--- config.mk ---
export PLATFORM = sky130hd
export DESIGN_NAME = name_deserializer
export DESIGN_NICKNAME = d
export VERILOG_FILES = /design/src/rtl/name_deserializer.sv
export SDC_FILE = /design/constraint.sdc
export NUM_CORES = 2
export LEC_CHECK = 0
export ABC_AREA = 1
export CORE_AREA = 3 3 303 604
export CTS_BUF_LIST = sky130_fd_sc_hd__clkbuf_4 sky130_fd_sc_hd__clkbuf_8
export DETAILED_ROUTE_END_ITERATION = 7
export DIE_AREA = 0 0 306 607
export PLACE_DENSITY = 0.72
export RECOVER_POWER = 50
export SYNTH_ARGS = -nofsm -noshare
export SYNTH_HDL_FRONTEND = slang
export SYNTH_SLANG_ARGS = --single-unit
--- constraint.sdc ---
create_clock -name clk -period 4.3 [get_ports clk]
set_input_delay 0.645 -clock clk [delete_from_list [all_inputs] [get_ports clk]]
set_output_delay 0.645 -clock clk [all_outputs]
set_load 0.02 [all_outputs]
--- src/rtl/name_deserializer.sv ---
// Assembles a valid/ready/last word stream into a parallel name for the FIB lookup.
// Output appears one edge after the last word; in_ready drops while a finished name waits for the output slot.
module name_deserializer #(
  parameter int WORD_SIZE       = 64,
  parameter int MAX_NAME_LENGTH = 16,
  parameter int LEN_W           = $clog2(MAX_NAME_LENGTH + 1)
) (
  input  logic                                 clk,
  input  logic                                 rst_n,
  input  logic [WORD_SIZE-1:0]                 in_word,
  input  logic                                 in_valid,
  input  logic                                 in_last,
  output logic                                 in_ready,
  output logic [MAX_NAME_LENGTH*WORD_SIZE-1:0] name_out,
  output logic [LEN_W-1:0]                     name_len,
  output logic                                 name_trunc,
  output logic                                 name_valid,
  input  logic                                 name_ready
);

  localparam int              IDX_W   = (MAX_NAME_LENGTH > 1) ? $clog2(MAX_NAME_LENGTH) : 1;
  localparam logic [LEN_W-1:0] MAX_LEN = LEN_W'(MAX_NAME_LENGTH);

  localparam logic [0:0] ST_COLLECT = 1'b0;
  localparam logic [0:0] ST_HOLD    = 1'b1;

  logic [0:0]           state;
  logic [LEN_W-1:0]     idx;
  logic [LEN_W-1:0]     hold_len;
  logic                 trunc_q;
  logic [WORD_SIZE-1:0] asm_buf [MAX_NAME_LENGTH];
  logic [MAX_NAME_LENGTH*WORD_SIZE-1:0] asm_flat;

  logic accept;
  logic idx_in_range;
  logic slot_free;
  logic xfer;

  // in_ready depends only on registered state, never on in_valid.
  assign in_ready     = (state == ST_COLLECT);
  assign accept       = in_valid && in_ready;
  assign idx_in_range = (idx < MAX_LEN);
  assign slot_free    = !name_valid || name_ready;
  assign xfer         = (state == ST_HOLD) && slot_free;

  for (genvar g = 0; g < MAX_NAME_LENGTH; g++) begin : g_flat
    assign asm_flat[g*WORD_SIZE +: WORD_SIZE] = asm_buf[g];
  end

  // Assembly buffer is wiped on every transfer so unused words read back as zero.
  always_ff @(posedge clk or negedge rst_n) begin
    if (!rst_n) begin
      state    <= ST_COLLECT;
      idx      <= '0;
      hold_len <= '0;
      trunc_q  <= 1'b0;
      for (int i = 0; i < MAX_NAME_LENGTH; i++) begin
        asm_buf[i] <= '0;
      end
    end else if (xfer) begin
      state   <= ST_COLLECT;
      idx     <= '0;
      trunc_q <= 1'b0;
      for (int i = 0; i < MAX_NAME_LENGTH; i++) begin
        asm_buf[i] <= '0;
      end
    end else if (accept) begin
      if (idx_in_range) begin
        asm_buf[idx[IDX_W-1:0]] <= in_word;
        idx                     <= idx + LEN_W'(1);
      end else begin
        trunc_q <= 1'b1;
      end
      if (in_last) begin
        state    <= ST_HOLD;
        hold_len <= idx_in_range ? (idx + LEN_W'(1)) : MAX_LEN;
      end
    end
  end

  // Output slot: a transfer in the same cycle as a consume keeps name_valid high.
  always_ff @(posedge clk or negedge rst_n) begin
    if (!rst_n) begin
      name_out   <= '0;
      name_len   <= '0;
      name_trunc <= 1'b0;
      name_valid <= 1'b0;
    end else if (xfer) begin
      name_out   <= asm_flat;
      name_len   <= hold_len;
      name_trunc <= trunc_q;
      name_valid <= 1'b1;
    end else if (name_valid && name_ready) begin
      name_valid <= 1'b0;
    end
  end

endmodule

* Yosys cells after proc, flatten, opt, wreduce, memory -nomap -nowiden
Index checks and enable logic that the tools add are counted.
** Storage, ports and cells
- Register bits :: 2067
- Input port bits :: 69
- Output and inout bits :: 1032
** Cells by class
- Add/subtract/negate cells :: 1
- Bitwise gates (word level) :: 3
- Equality and inequality tests :: 1
- Reduce and logical (&&, ||, !) cells :: 14
- Mux-type cells :: 18
- Magnitude comparators :: 3
** Operators with widths (number)
- 1024-bit 2-to-1 mux :: 3
- 1024-bit bitwise mux :: 1
- 64-bit demux with 4-bit select :: 1
- 64-bit 2-to-1 mux :: 1
- 5-bit 2-to-1 mux :: 4
- 1-bit 2-to-1 mux :: 8
- 2-bit nonzero test :: 4
- 2-bit AND reduction :: 3
- 5-bit by 1-bit adder with 5-bit output (second input constant) :: 1
- 5-bit >= comparator (second input constant) :: 1
- 5-bit by 1-bit less-than comparator with 1-bit output (second input constant) :: 1
- 5-bit less-than comparator (second input constant) :: 1
- 4-bit NOT with 5-bit output :: 1
- 1-bit logical AND :: 4
- 3-bit AND reduction :: 1
- 2-bit by 1-bit inequality test with 1-bit output (second input constant) :: 1
- 1-bit NOT :: 2
- 1-bit zero test :: 1
- 1-bit logical OR :: 1

* Depth between registers and ports, before layout
- Word-level depth :: 9
- Gate-level depth with buffers :: 10
- Depth with buffers taken out :: 7

* Least setup slack after synthesis
No wires, ideal clock.
- Kind :: input to register
- From :: in name_ready
- To :: reg asm_buf[410] (netlist name)
- Cell stages on the path :: 9
- Data arrival time :: 1688 ps
- Slack :: 2547 ps
- Path through :: inv_1 -> nand2_1 -> nand2_2 -> inv_2 -> buf_2 -> nor2_1 -> buf_2 -> nand2_1 -> nand2_1
** On the way
- Word-level cells in the longest chain between the ends :: 4
- Elaborated cells between the ends (all ways) :: 6
** Ends and longest elaborated chain
- start: declaration :: line 18 : input logic name_ready
- 1-bit logical OR (*) :: line 43 : assign slot_free = !name_valid || name_ready;
- 1-bit logical AND (*) :: line 44 : assign xfer = (state == ST_HOLD) && slot_free;
- 2-bit nonzero test (no source line)
- 2-bit AND reduction (no source line)
- end signal: indexed assignment :: line 69 : asm_buf[idx[IDX_W-1:0]] <= in_word;
- end: declaration :: line 31 : logic [WORD_SIZE-1:0] asm_buf [MAX_NAME_LENGTH];
Mark *: on every way between the ends. The rest lies on a longest branch, timed or not.
A chain may end at the register's enable or synchronous reset.

* Worst setup path in the final report
- From :: reg state
- To :: reg asm_buf[415] (netlist name)
** On the way
- Word-level cells in the longest chain between the ends :: 4
- Elaborated cells between the ends (all ways) :: 7
** Ends and longest elaborated chain
- start: declaration :: line 27 : logic [0:0] state;
- start signal: assignment :: line 53 : state <= ST_COLLECT;
- start signal: assignment :: line 61 : state <= ST_COLLECT;
- start signal: assignment :: line 75 : state <= ST_HOLD;
- 1-bit NOT :: line 40 : assign in_ready = (state == ST_COLLECT);
- 1-bit logical AND :: line 41 : assign accept = in_valid && in_ready;
- 2-bit nonzero test (no source line)
- 2-bit AND reduction (no source line)
Parallel ways exist; a longest one is shown, timed or not.

==> qor.txt <==
Htree depth: 5
Max Clock Skew: 75.9 ps
M2 GR Usage: 46.4%
Min-Delay Startpoint: asm_buf[529]$_DFFE_PN0P_
Fin crit share: 83.2%
Setup WS pre-CTS: 674 ps
Vias in the first global route: 66100
Nets: 10200
Clock buffer count from CTS: 289
Area growth syn-to-layout: 24.3%
Worst EP required: 5000 ps
Die ar.: 0.186 mm2
Tot GR Track Use: 30.0%
GR Overflow Total: 0
Resized cells post-CTS: 0
DRC errors left: 0
Worst-path clk slew: 70 ps
Data arrival, critical path: 4280 ps
Area share of the largest cell type after synthesis: 64.5%
Pin count of the biggest net entering global routing: 242
Setup bufs post-CTS: 0
CTS Buffer Depth: 4
Syn Inst Count: 9102
Seq/Total Area, Yosys: 64.5%
Root Buffer Master: clkbuf_8
Final setup TNS: 0 ps
Initial antenna violation count: 16
HP Class: reg2reg
Post-Syn Area: 0.0802 mm2
Gp weighted congestion: 0.867
Pwr Total: 0.0546 W
Type of destination of the critical path: flop
Setup-failing EPs final: 0
Final WL: 285000 um
Slew Viols, Final: 1003
Routed len/inst: 22.6 um
Leakage: 54.6 nW
IO buf count: 1100
Die X: 306 um
CTS Sinks: 2067
Worst flop-to-flop path startpoint: state$_DFFE_PN0P_
# IOs: 1101
CP Class: reg2reg
Layer with the highest usage: met2
Final core utilization: 55.6%
IR drop worst, VDD: 0.456 mV
GR Util met1: 39.9%
#FFs+latches synth: 2067
Largest area contributor in the netlist: dfrtp_1
Final WS setup: 723 ps
Internal: 0.0344 W
Logic pwr share: 27.3%
Pwr dens: 548 mW/mm2
Switching Fraction: 37.1%
Warnings, synthesis: 0
TritonCTS clock tree: done
Net Count, Synth: 9176
Share of layout cells above drive strength 1: 7.31%
Worst rel slew slack: -85.7%
Fin. Hold Viols: 0
Syn avg cell area: 8.81 um2
Hold Path Sink: name_out[465]$_DFFE_PN0P_
DR pass1 iterations: 6
Number of distinct library cells after synthesis: 19
Clock latency at the later pin of the worst-skew pair: 860 ps
Minimum clock period: 3580 ps
Row count: 220
Core Area: 0.179 mm2
CTS Hold Bufs: 1
Final ANT Viol Nets: 0
Fmax: 0.280 GHz
First-pass GRT wire length: 422000 um
DR vias: 67900
Outcome: finished with violations
Failing checks: max-capacitance violations, max-slew violations
1st-iter DRT viols: 6841
Reg2Reg Setup Slack: 720 ps
Hold-critical path depth: 2
Reg power frac: 43.4%
RR Endpoint: asm_buf[415]$_DFFE_PN0P_
Met3 usage: 5.88%
Die height: 607 um
Maxcap violations: 8
FF-to-FF path depth: 7
Vias/cell: 5.38
RSZ-0062 raised after global routing: false
Synth area leaders: dfrtp_1 (64%), nand2_1 (24%), nand3_1 (6.4%), buf_2 (2.1%), clkbuf_1 (0.97%)
Placed wire-length estimate: 181000 um
Least-Margin Pin Slew: 2790 ps
Sw power: 0.0203 W
Initial Utilization: 44.8%
CP max FO: 60
Critical path launch point type: flop
Clock Power Share: 29.3%
-- cell type report --
type                            count  area, um2
Fill cell                       15600      79500
Sequential cell                  2067      51700
Multi-Input combinational cell   6344      25700
Timing Repair Buffer             1295      13200
Clock buffer                      451       5610
Tap cell                         2331       2920
Inverter                           81        312
Clock inverter                     31        302
Antenna cell                        6       15.0
-- cells in the mapped netlist, drive strengths merged --
cell and count:
clkbuf 208, a21oi 2, nand4 1, dfrtp 2067
ha 5, o21ai 6, buf 402, nor2 102
inv 81, nand3 1033, nand2 5195
-- critical path: stages (launching register included) --
cell and delay (ps):
dfrtp_1 470, inv_1 200, nand2_1 130, nor2_1 970
nand2_4 940, buf_4 460, nand3_1 80, nand2_1 70
-- worst max-delay path by stage --
| stage | to | cells after the start | startpoint | slack [ps] |
|---|---|---|---|---|
| 3_3_place_gp | asm_buf[836]$_DFFE_PN0P_ | 9 | name_ready | 690 |
| 6_report | asm_buf[415]$_DFFE_PN0P_ | 7 | state$_DFFE_PN0P_ | 720 |
| 3_5_place_dp | asm_buf[836]$_DFFE_PN0P_ | 9 | name_ready | 670 |
| 5_1_grt | asm_buf[415]$_DFFE_PN0P_ | 7 | state$_DFFE_PN0P_ | 620 |
| 2_1_floorplan | asm_buf[410]$_DFFE_PN0P_ | 9 | name_ready | 2550 |
| 4_1_cts | asm_buf[415]$_DFFE_PN0P_ | 7 | state$_DFFE_PN0P_ | 1330 |
-- metal layers --
metal	up-vias	share of wire, %
met5	-	0.0095
met4	4	6.3
met3	746	9.8
met2	3984	45
met1	33100	39
li1	30000	-
-- cell usage in the layout (no fill, tap or decap), drive strengths merged, types with 15 or more instances in the layout --
master            n
clkdlybuf4s50  1099
inv              89
dfrtp          2067
clkbuf          485
buf             161
clkinv           15
nor2            102
nand3          1033
nand2          5195
-- registers in the layout, indices dropped and copies added, names as in the netlist --
signal and count:
asm_buf 1024, name_out 1024, hold_len 5, idx 5, name_len 5, name_trunc 1, name_valid 1, state 1
trunc_q 1
-- power groups by stage --
stage	Clock [W]	Combinational (W)	Sequential, W
2_1_floorplan	0	0.00687	0.0247
3_3_place_gp	0	0.0146	0.0239
3_5_place_dp	0	0.0149	0.0240
4_1_cts	0.0162	0.0149	0.0236
5_1_grt	0.0170	0.0158	0.0239
6_report	0.0160	0.0149	0.0237
-- cells by family after synthesis --
logic type               after synthesis  synth area share, %
AND/OR/NAND/NOR                     6331                 31.5
flip-flops                          2067                 64.5
buffers and inverters                691                 3.83
AO/OA/AOI/OAI                          8               0.0499
adder cells (fa/ha/maj)                5               0.0780
-- stage by stage --
stage,area [um2],hold slack (ps),cells
after detailed placement,93900,452,12100
after global placement,93900,448,12100
after global routing,99700,409,12600
final,99700,394,12600
after floorplan,80200,349,9102
after CTS,99900,289,12600
No activity file was read; power rests on OpenSTA's default activity.
